### src/rtl/fpu_pkg.sv
// Shared single-precision float types and state encodings for the FMA core
// and its upstream dispatch stage.
package fpu_pkg;

   localparam int unsigned EXPBITS = 8;
   localparam int unsigned MANBITS = 23;
   localparam int unsigned FLOATW  = 1 + EXPBITS + MANBITS;

   typedef struct packed {
      logic               sign;
      logic [EXPBITS-1:0] exponent;
      logic [MANBITS-1:0] mantissa;
   } float_sp;

   typedef struct packed {
      float_sp a;
      float_sp b;
   } operand_pair_t;

   typedef enum logic [1:0] {
      IDLE,
      ISSUE,
      WAIT,
      RESP
   } dispatch_state_e;

   typedef enum logic [2:0] {
      FMA_GET_A,
      FMA_GET_B,
      FMA_UNPACK,
      FMA_MULTIPLY,
      FMA_NORMALISE,
      FMA_PACK,
      FMA_PUT_Z
   } fma_state_e;

   // Zero of either sign; the FMA core cannot take these as operands.
   function automatic logic is_zero(input float_sp f);
      return {f.exponent, f.mantissa} == '0;
   endfunction

   function automatic float_sp signed_zero(input float_sp a, input float_sp b);
      float_sp z;
      z          = '0;
      z.sign     = a.sign ^ b.sign;
      return z;
   endfunction

endpackage

### src/rtl/fpu_operand_fifo.sv
// DEPTH-entry operand-pair FIFO with registered full/empty flags and a
// combinational head read.
module fpu_operand_fifo
   import fpu_pkg::*;
#(
   parameter int unsigned DEPTH = 4
)
(
   input  logic          clk,
   input  logic          rst,
   input  logic          i_push,
   input  operand_pair_t i_data,
   input  logic          i_pop,
   output operand_pair_t o_head_c,
   output logic          o_full,
   output logic          o_empty
);

   localparam int unsigned AW = (DEPTH > 1) ? $clog2(DEPTH) : 1;
   localparam int unsigned CW = $clog2(DEPTH + 1);

   operand_pair_t r_mem [DEPTH];
   logic [AW-1:0] r_wr_ptr;
   logic [AW-1:0] r_rd_ptr;
   logic [CW-1:0] r_count;

   logic          w_push;
   logic          w_pop;
   logic [CW-1:0] w_count_nxt;

   assign w_push = i_push & ~o_full;
   assign w_pop  = i_pop & ~o_empty;

   always_comb begin
      w_count_nxt = r_count;
      if (w_push && !w_pop) begin
         w_count_nxt = r_count + CW'(1);
      end else if (!w_push && w_pop) begin
         w_count_nxt = r_count - CW'(1);
      end
   end

   // Pointers wrap naturally because DEPTH is a power of two.
   always_ff @(posedge clk or posedge rst) begin
      if (rst) begin
         r_wr_ptr <= '0;
         r_rd_ptr <= '0;
         r_count  <= '0;
         o_full   <= 1'b0;
         o_empty  <= 1'b1;
      end else begin
         if (w_push) begin
            r_wr_ptr <= r_wr_ptr + AW'(1);
         end
         if (w_pop) begin
            r_rd_ptr <= r_rd_ptr + AW'(1);
         end
         r_count <= w_count_nxt;
         o_full  <= (w_count_nxt == CW'(DEPTH));
         o_empty <= (w_count_nxt == '0);
      end
   end

   always_ff @(posedge clk) begin
      if (w_push) begin
         r_mem[r_wr_ptr] <= i_data;
      end
   end

   assign o_head_c = r_mem[r_rd_ptr];

endmodule

### src/rtl/fpu_fma_dispatch.sv
// Issue stage for the single-precision FMA: buffers operand pairs, drives the
// FMA req/busy protocol, resolves zero operands locally and returns results.
module fpu_fma_dispatch
   import fpu_pkg::*;
#(
   parameter int unsigned DEPTH   = 4,
   parameter int unsigned REQ_GAP = 6,
   parameter int unsigned TIMEOUT = 16
)
(
   input  logic        clk,
   input  logic        rst,
   input  logic        op_valid_in,
   output logic        op_ready_out,
   input  logic [31:0] op_a_in,
   input  logic [31:0] op_b_in,
   output logic [31:0] fma_a_out,
   output logic [31:0] fma_b_out,
   output logic        fma_req_out,
   output logic        fma_src_busy_out,
   input  logic        fma_busy_in,
   input  logic [31:0] fma_answer_in,
   input  logic        fma_ready_in,
   input  logic        fma_overflow_in,
   input  logic        fma_underflow_in,
   output logic        res_valid_out,
   input  logic        res_ready_in,
   output logic [31:0] res_value_out,
   output logic        res_overflow_out,
   output logic        res_underflow_out,
   output logic        res_timeout_out
);

   localparam int unsigned GW = (REQ_GAP > 0) ? $clog2(REQ_GAP + 1) : 1;
   localparam int unsigned TW = (TIMEOUT > 0) ? $clog2(TIMEOUT + 1) : 1;

   dispatch_state_e r_state;
   dispatch_state_e w_state_nxt;

   float_sp       r_fma_a;
   float_sp       r_fma_b;
   logic          r_req;
   logic          r_src_busy;
   logic          r_ready_prev;
   logic [GW-1:0] r_gap;
   logic [TW-1:0] r_to;
   logic          r_res_valid;
   float_sp       r_res_value;
   logic          r_res_ovf;
   logic          r_res_unf;
   logic          r_res_to;

   float_sp       w_fma_a_nxt;
   float_sp       w_fma_b_nxt;
   logic          w_req_nxt;
   logic          w_src_busy_nxt;
   logic [GW-1:0] w_gap_nxt;
   logic [TW-1:0] w_to_nxt;
   logic [TW-1:0] w_to_inc;
   logic          w_res_valid_nxt;
   float_sp       w_res_value_nxt;
   logic          w_res_ovf_nxt;
   logic          w_res_unf_nxt;
   logic          w_res_to_nxt;

   operand_pair_t w_push_data;
   operand_pair_t w_head;
   logic          w_pop;
   logic          w_full;
   logic          w_empty;
   logic          w_ready_rise;
   logic          w_head_zero;

   assign w_push_data = '{a: op_a_in, b: op_b_in};

   fpu_operand_fifo #(
      .DEPTH (DEPTH)
   ) u_fifo (
      .clk      (clk),
      .rst      (rst),
      .i_push   (op_valid_in),
      .i_data   (w_push_data),
      .i_pop    (w_pop),
      .o_head_c (w_head),
      .o_full   (w_full),
      .o_empty  (w_empty)
   );

   assign w_ready_rise = fma_ready_in & ~r_ready_prev;
   assign w_head_zero  = is_zero(w_head.a) | is_zero(w_head.b);
   assign w_to_inc     = r_to + TW'(1);

   // Next-state and next-output logic; registered values hold unless changed.
   always_comb begin
      w_state_nxt     = r_state;
      w_pop           = 1'b0;
      w_req_nxt       = 1'b0;
      w_src_busy_nxt  = r_src_busy;
      w_fma_a_nxt     = r_fma_a;
      w_fma_b_nxt     = r_fma_b;
      w_gap_nxt       = (r_gap < GW'(REQ_GAP)) ? r_gap + GW'(1) : r_gap;
      w_to_nxt        = r_to;
      w_res_valid_nxt = r_res_valid;
      w_res_value_nxt = r_res_value;
      w_res_ovf_nxt   = r_res_ovf;
      w_res_unf_nxt   = r_res_unf;
      w_res_to_nxt    = r_res_to;

      unique case (r_state)
         IDLE: begin
            if (!w_empty) begin
               if (w_head_zero) begin
                  w_pop           = 1'b1;
                  w_state_nxt     = RESP;
                  w_res_valid_nxt = 1'b1;
                  w_res_value_nxt = signed_zero(w_head.a, w_head.b);
                  w_res_ovf_nxt   = 1'b0;
                  w_res_unf_nxt   = 1'b0;
                  w_res_to_nxt    = 1'b0;
               end else if (!fma_busy_in && (r_gap >= GW'(REQ_GAP))) begin
                  w_pop          = 1'b1;
                  w_state_nxt    = ISSUE;
                  w_fma_a_nxt    = w_head.a;
                  w_fma_b_nxt    = w_head.b;
                  w_req_nxt      = 1'b1;
                  w_src_busy_nxt = 1'b1;
               end
            end
         end

         ISSUE: begin
            w_state_nxt = WAIT;
            w_to_nxt    = '0;
            w_gap_nxt   = '0;
         end

         // A level already high on entry is not an answer; only a fresh edge is.
         WAIT: begin
            w_to_nxt = w_to_inc;
            if (w_ready_rise) begin
               w_state_nxt     = RESP;
               w_src_busy_nxt  = 1'b0;
               w_res_valid_nxt = 1'b1;
               w_res_value_nxt = fma_answer_in;
               w_res_ovf_nxt   = fma_overflow_in;
               w_res_unf_nxt   = fma_underflow_in;
               w_res_to_nxt    = 1'b0;
            end else if (w_to_inc >= TW'(TIMEOUT)) begin
               w_state_nxt     = RESP;
               w_src_busy_nxt  = 1'b0;
               w_res_valid_nxt = 1'b1;
               w_res_value_nxt = '0;
               w_res_ovf_nxt   = 1'b0;
               w_res_unf_nxt   = 1'b0;
               w_res_to_nxt    = 1'b1;
            end
         end

         RESP: begin
            if (res_ready_in) begin
               w_state_nxt     = IDLE;
               w_res_valid_nxt = 1'b0;
            end
         end

         default: begin
            w_state_nxt = IDLE;
         end
      endcase
   end

   // Gap counter preloads to REQ_GAP so the first request is not delayed.
   always_ff @(posedge clk or posedge rst) begin
      if (rst) begin
         r_state      <= IDLE;
         r_fma_a      <= '0;
         r_fma_b      <= '0;
         r_req        <= 1'b0;
         r_src_busy   <= 1'b0;
         r_ready_prev <= 1'b0;
         r_gap        <= GW'(REQ_GAP);
         r_to         <= '0;
         r_res_valid  <= 1'b0;
         r_res_value  <= '0;
         r_res_ovf    <= 1'b0;
         r_res_unf    <= 1'b0;
         r_res_to     <= 1'b0;
      end else begin
         r_state      <= w_state_nxt;
         r_fma_a      <= w_fma_a_nxt;
         r_fma_b      <= w_fma_b_nxt;
         r_req        <= w_req_nxt;
         r_src_busy   <= w_src_busy_nxt;
         r_ready_prev <= fma_ready_in;
         r_gap        <= w_gap_nxt;
         r_to         <= w_to_nxt;
         r_res_valid  <= w_res_valid_nxt;
         r_res_value  <= w_res_value_nxt;
         r_res_ovf    <= w_res_ovf_nxt;
         r_res_unf    <= w_res_unf_nxt;
         r_res_to     <= w_res_to_nxt;
      end
   end

   assign op_ready_out      = ~w_full;
   assign fma_a_out         = r_fma_a;
   assign fma_b_out         = r_fma_b;
   assign fma_req_out       = r_req;
   assign fma_src_busy_out  = r_src_busy;
   assign res_valid_out     = r_res_valid;
   assign res_value_out     = r_res_value;
   assign res_overflow_out  = r_res_ovf;
   assign res_underflow_out = r_res_unf;
   assign res_timeout_out   = r_res_to;

endmodule

### config.mk
export PLATFORM = sky130hd
export DESIGN_NAME = fpu_fma_dispatch
export DESIGN_NICKNAME = d
export VERILOG_FILES = /design/src/rtl/fpu_pkg.sv /design/src/rtl/fpu_operand_fifo.sv /design/src/rtl/fpu_fma_dispatch.sv
export SDC_FILE = /design/constraint.sdc
export NUM_CORES = 1
export LEC_CHECK = 0
export CORE_MARGIN = 2
export CORE_UTILIZATION = 40
export CTS_BUF_LIST = sky130_fd_sc_hd__clkbuf_8
export CTS_CLUSTER_DIAMETER = 30
export DETAILED_ROUTE_END_ITERATION = 12
export GPL_ROUTABILITY_DRIVEN = 0
export PLACE_DENSITY_LB_ADDON = 0.25
export SYNTH_ARGS = -nofsm -noshare
export SYNTH_HDL_FRONTEND = slang
export SYNTH_HIERARCHICAL = 1
export SYNTH_SLANG_ARGS = --single-unit
### constraint.sdc
create_clock -name clk -period 3.2 [get_ports clk]
set_clock_uncertainty 0.15 [all_clocks]
set_input_delay 0.32 -clock clk [delete_from_list [all_inputs] [get_ports clk]]
set_output_delay 0.32 -clock clk [all_outputs]
set_load 0.02 [all_outputs]
==> metrics, run 1 <==
status finished with violations; failing checks negative setup slack; CTS Sinks 378; mean area per synthesized cell 20.20 sq um; Final Cycle Share 1.093; vias per cell 5.025; max-cap violations 0; maximum clock rate 286.0 MHz; Tot Pwr 20.42 mW; HPWL after DPL 20.40 mm; Final Max Tran Viols 0; sequential area share after synthesis 0.7437; initial antenna violation count 1; WP data arrival 3.87 ns; Netlist Area Pre-Place 0.01445 sq mm; async set or reset register ratio after synthesis 0.3228; CTS Buf Count 80; slowest CP cell mux4_2; post-route antenna net violation count 0; Setup Total Neg Slack -23.62 ns; worst path required time 3.57 ns; Core Util, Final 0.5812; Hold Path Class input pin to flop; Seq cells post-synth 378; clk buf depth 3; DR pass1 iterations 4; Die Ht 194.0 um; share of cells above drive strength 1 0.3757; CP bufs+invs 3; Port-buffer cells 206; # DRC 0; pwr/cell area 987.7 mW/mm^2; pin count of the biggest net entering global routing 65; Syn. warnings 6; Clk Latency, worst-skew pair 0.61 ns; CP peak stage delay 0.53 ns; Synth Flop Type edfxtp_1; H-tree levels 3; Top Ports 207; CP Launch Type flop; placed cell areas 0.01762 sq mm; cell area after layout 0.02067 sq mm; Clock Pin Slew Worst Setup and Hold Paths 0.05 ns; Pleak 8.092 nW; DR WL/cell 21.73 um; num rows 69; most frequent cell on the critical path nor2_1; commonest non-fill, non-tap cell in the layout edfxtp_1; Via Count 8095; Max VDD drop 719.3 uV; Critical Path Fanout Max 6; Chip Width 194.0 um; min Tclk post-route 3.496 ns; Initial Util 0.4061; final WL 35.01 mm; Post-synth EDFFs 256; total gr overflow 0; CP Class flop to flop; CTS tree done; Worst Setup End Kind flop; first-pass GRT wire length 51.63 mm; Slew @ Worst Pin 0.6334 ns; syn nets 831; most frequent cells in the layout edfxtp_1 (256), clkdlybuf4s50_1 (206), dfrtp_1 (117); Root Buffer clkbuf_8; crit path cell chain buf_12, buf_12, mux4_2, nor4_2, buf_4, nand4_1, o22ai_2, nor2_1, nor2_1, nor2b_4, nor2_1, or4_4, a211oi_2; pre-CTS setup slack -0.4029 ns; Core Area 0.03557 sq mm; count of filler cells inserted in the layout 2692; Total Routing Usage GR 0.1798; drt initial violations 411; Die Area 0.03765 sq mm; RSZ-0062 raised after global routing yes; nets@finish 1198; slew margin rel. 0.5745; ANT cells 0; vias in the first global route 8761; worst setup margin -0.2961 ns; crit-path leading delay family simple AND/OR/NAND/NOR gates; Gate Count Post-Synth 715; count of final setup violators 109; post-synth cell types 50; Area Overhead vs Synth 43.09%; Hold Vio Cnt, Final 0
[per-stage QoR]
step	hold WS (ns)	std cells
floorplan	-0.002798	715
global placement	0.3368	1419
detailed placement	0.3397	1419
CTS	0.006233	1593
global route	0.04474	1611
finish	0.05050	1611
[power breakdown]
| group | total, mW | internal [mW] | switching, mW |
|---|---|---|---|
| clock network | 5.57 | 3.37 | 2.20 |
| registers | 7.22 | 6.61 | 0.606 |
| logic | 7.63 | 4.11 | 3.52 |
[metal layers]
| layer | vias up | routed length (um) | GRT usage |
|---|---|---|---|
| met5 | - | 13 | 0 |
| li1 | 3627 | - | - |
| met4 | 2 | 641 | 0.06706 |
| met1 | 4167 | 14940 | 0.2337 |
| met2 | 251 | 17650 | 0.2950 |
| met3 | 48 | 1768 | 0.04314 |
[timing repair]
action,in CTS,in global routing
endpoints found under the hold margin,6,0
pin swaps,5,27
setup endpoints to repair,109,109
cloned,7,11
setup buffers,16,11
resized for setup,49,77
hold buffers,1,0
[sequential cells by signal, summed over array words and instances, names as in the netlist]
signal             cells
res_value_out         32
fma_req_out            1
u_fifo/o_full          1
r_gap                  3
u_fifo/o_empty         1
res_timeout_out        1
r_to                   5
res_valid_out          1
r_state                2
fma_b_out             32
u_fifo/r_wr_ptr        2
fma_src_busy_out       1
u_fifo/r_mem         256
fma_a_out             32
u_fifo/r_count         3
u_fifo/r_rd_ptr        2
res_underflow_out      1
res_overflow_out       1
r_ready_prev           1
[cell usage after synthesis (all sizes together) (2+ instances only)]
| library cell | n | area (sq um) |
|---|---|---|
| dfrtp | 119 | 2978 |
| nand4 | 4 | 25.02 |
| xnor2 | 7 | 61.31 |
| ha | 12 | 150.1 |
| o22ai | 3 | 18.77 |
| a22oi | 2 | 15.01 |
| inv | 18 | 67.56 |
| edfxtp | 256 | 7687 |
| nor3 | 6 | 30.03 |
| nand3b | 2 | 15.01 |
| a22o | 33 | 321.6 |
| nor2 | 12 | 45.04 |
| mux4 | 64 | 1441 |
| nor4 | 14 | 87.58 |
| nand2 | 10 | 37.54 |
| a21oi | 2 | 10.01 |
| mux2 | 67 | 754.5 |
| buf | 29 | 242.7 |
| clkbuf | 4 | 15.01 |
| o211ai | 2 | 28.78 |
| a211oi | 3 | 27.52 |
| nand2b | 3 | 18.77 |
| and2 | 8 | 52.56 |
| o21ai | 12 | 60.06 |
| nand3 | 4 | 20.02 |
| nor2b | 2 | 20.02 |
| o221ai | 2 | 30.03 |
| dfstp | 3 | 78.83 |
[kinds of logic after synthesis]
group | Yosys count | synth area share
compound gates | 65 | 0.03880
mux | 132 | 0.1527
simple gates | 69 | 0.02702
fa+ha+maj | 12 | 0.01039
xor+xnor | 8 | 0.004850
flops | 378 | 0.7437
buf+inv | 51 | 0.02252
[final cells by class]
cell class              count  area (sq um)  share of cell area
flip-flops and latches    378         10750              0.5201
repair buffers            318          3543              0.1714
well taps                 461         576.8             0.02790
multi-input cells         286          3935              0.1904
clock buffers              90          1239             0.05992
clock inverters            60         554.3             0.02681
inverters                  18         71.32            0.003450
[final timing paths]
kind / start / endpoint / slack, ns / cells past startpoint
worst max-delay path: u_fifo/r_rd_ptr[0] / u_fifo/o_full / -0.30 / 13
worst min-delay path: fma_ready_in / r_ready_prev / 0.05 / 1
worst max register to register: u_fifo/r_rd_ptr[0] / u_fifo/o_full / -0.30 / 13
worst min register to register: res_value_out[31] / res_value_out[31] / 0.35 / 1
max in group asynchronous: rst / fma_b_out[18] / 1.61 / 4
min in group asynchronous: rst / u_fifo/r_count[2] / 0.57 / 3
No activity file was read; power rests on OpenSTA's default activity.
==> run 2: changes to the inputs <==
--- a/config.mk
+++ b/config.mk
@@ -5,8 +5,9 @@
 export SDC_FILE = /design/constraint.sdc
 export NUM_CORES = 1
 export LEC_CHECK = 0
+export CORE_ASPECT_RATIO = 0.8
 export CORE_MARGIN = 2
-export CORE_UTILIZATION = 40
+export CORE_UTILIZATION = 51
 export CTS_BUF_LIST = sky130_fd_sc_hd__clkbuf_8
 export CTS_CLUSTER_DIAMETER = 30
 export DETAILED_ROUTE_END_ITERATION = 12
==> metrics, run 2 (same netlist as run 1, synthesis figures left out) <==
flop-to-flop setup slack -0.28 ns; total gr overflow 0; status finished with violations; commonest non-fill, non-tap cell in the layout edfxtp_1; Reg2Reg Depth 12; worst setup margin -0.2795 ns; Slew @ Worst Pin 0.6289 ns; first-pass GRT wire length 49.72 mm; # DRC 0; HPWL after DPL 20.58 mm; CP Launch Type flop; CTS tree done; maximum clock rate 287.4 MHz; Core Util, Final 0.7218; DR WL/cell 23.44 um; CTS Sinks 378; Final Cycle Share 1.087; Area Overhead vs Synth 40.28%; Chip Width 192.2 um; vias per cell 5.543; WHS Path Cells 1; final WL 35.05 mm; Initial Util 0.5145; max-cap violations 0; CP peak stage delay 0.56 ns; Largest Register u_fifo/r_mem; Top Ports 207; WP data arrival 3.84 ns; Tot Pwr 19.91 mW; Die Area 0.02970 sq mm; worst r2r src u_fifo/r_rd_ptr[0]; Via Count 8287; initial antenna violation count 2; Total Routing Usage GR 0.2260; Hold Path Class input pin to flop; pwr/cell area 982.6 mW/mm^2; Root Buffer clkbuf_8; Worst Setup End Kind flop; RSZ-0062 raised after global routing yes; Hold Vio Cnt, Final 0; Largest register FFs 256; Core Area 0.02808 sq mm; vias in the first global route 8583; nets@finish 1184; HP Start fma_ready_in; drt initial violations 528; Pleak 7.959 nW; H-tree levels 3; num rows 55; pin count of the biggest net entering global routing 41; CP Class flop to flop; Die Ht 154.5 um; most frequent cell on the critical path nor2_1; share of cells above drive strength 1 0.3568; post-route antenna net violation count 0; clk buf depth 3; count of final setup violators 107; slowest CP cell mux4_2; worst path required time 3.56 ns; CTS Buf Count 69; most frequent cells in the layout edfxtp_1 (256), clkdlybuf4s50_1 (206), dfrtp_1 (117); DR pass1 iterations 5; Port-buffer cells 206; Final Max Tran Viols 0; Clk Latency, worst-skew pair 0.59 ns; slew margin rel. 0.5799; count of filler cells inserted in the layout 1685; failing checks negative setup slack; Critical Path Fanout Max 17; Max VDD drop 523.8 uV; reg2reg end u_fifo/o_full; min Tclk post-route 3.480 ns; Hold EP r_ready_prev; Clock Pin Slew Worst Setup and Hold Paths 0.06 ns; crit path cell chain buf_16, mux4_2, nor4_1, buf_4, nand4_1, o22ai_2, nor2_1, nor2_1, nor2b_4, nor2_1, or4_4, a211oi_2
run 2: changes by cell type in the layout (fill, tap and decap cells not counted), sizes merged:
cell	before	now
buf	103	98
clkinv	20	19
bufinv	9	10
clkbuf	98	83
clkinvlp	9	3
diode	0	1
run 2: what timing repair did:
action | 4_1_cts | 5_1_grt
hold endpoints to repair | 8 | 0
endpoints found under the setup margin | 108 | 109
hold buffers | 1 | 0
pin swaps | 7 | 42
buffers inserted | 17 | 6
cloned | 6 | 15
resized for setup | 59 | 68
run 2: cell type report:
cell class	count	area (sq um)	area share
Timing Repair Buffer	315	3496	0.1725
Sequential cell	378	10750	0.5305
Clock buffer	73	1005	0.04958
Tap cell	370	462.9	0.02284
Clock inverter	54	536.8	0.02649
Antenna cell	1	2.502	0.0001235
Multi-Input combinational cell	286	3940	0.1944
Inverter	18	71.32	0.003519
run 2: routing by layer:
layer  routed length [um]  up-vias  track usage
li1                     -     3579            -
met1                14570     4297       0.3052
met2                17100      334       0.3587
met3                 2640       75      0.06195
met4                  736        2      0.07634
met5                    8        -            0
run 2: power by group:
part           internal [mW]  switching, mW
clock network           2.97           2.04
logic                   4.12           3.49
registers               6.61          0.667
run 2: worst max path at each step:
stage / startpoint / end / slack (ns) / cells past startpoint
6_report: u_fifo/r_rd_ptr[0] / u_fifo/o_full / -0.28 / 12
5_1_grt: u_fifo/r_rd_ptr[0] / u_fifo/o_full / -0.46 / 13
4_1_cts: u_fifo/r_rd_ptr[0] / u_fifo/o_full / -0.28 / 13
3_5_place_dp: u_fifo/r_rd_ptr[0] / u_fifo/o_full / -0.43 / 13
3_3_place_gp: u_fifo/r_rd_ptr[0] / u_fifo/o_full / -0.37 / 12
2_1_floorplan: u_fifo/r_rd_ptr[0] / u_fifo/o_full / -0.0003 / 13
run 2: per-stage QoR:
step | area (sq um) | worst slack [ns] | hold slack, ns | TNS, ns | std cells
global placement | 17530 | -0.3673 | 0.3365 | -25.84 | 1327
CTS | 19670 | -0.2751 | 0.04432 | -21.64 | 1478
detailed placement | 17530 | -0.4253 | 0.3412 | -31.77 | 1327
global route | 20270 | -0.4614 | 0.06375 | -29.05 | 1495
finish | 20270 | -0.2795 | 0.08645 | -18.71 | 1495
floorplan | 14510 | -0.0002787 | -0.002798 | -0.0002787 | 715
run 2: worst max-delay path, delay by kind of cell, from the launching register on:
| family | cells | cell delay [ns] |
|---|---|---|
| flip-flops | 1 | 0.51 |
| buffers and inverters | 2 | 0.39 |
| AND/OR/NAND/NOR | 7 | 1.42 |
| AO/OA/AOI/OAI | 2 | 0.36 |
| multiplexers | 1 | 0.56 |
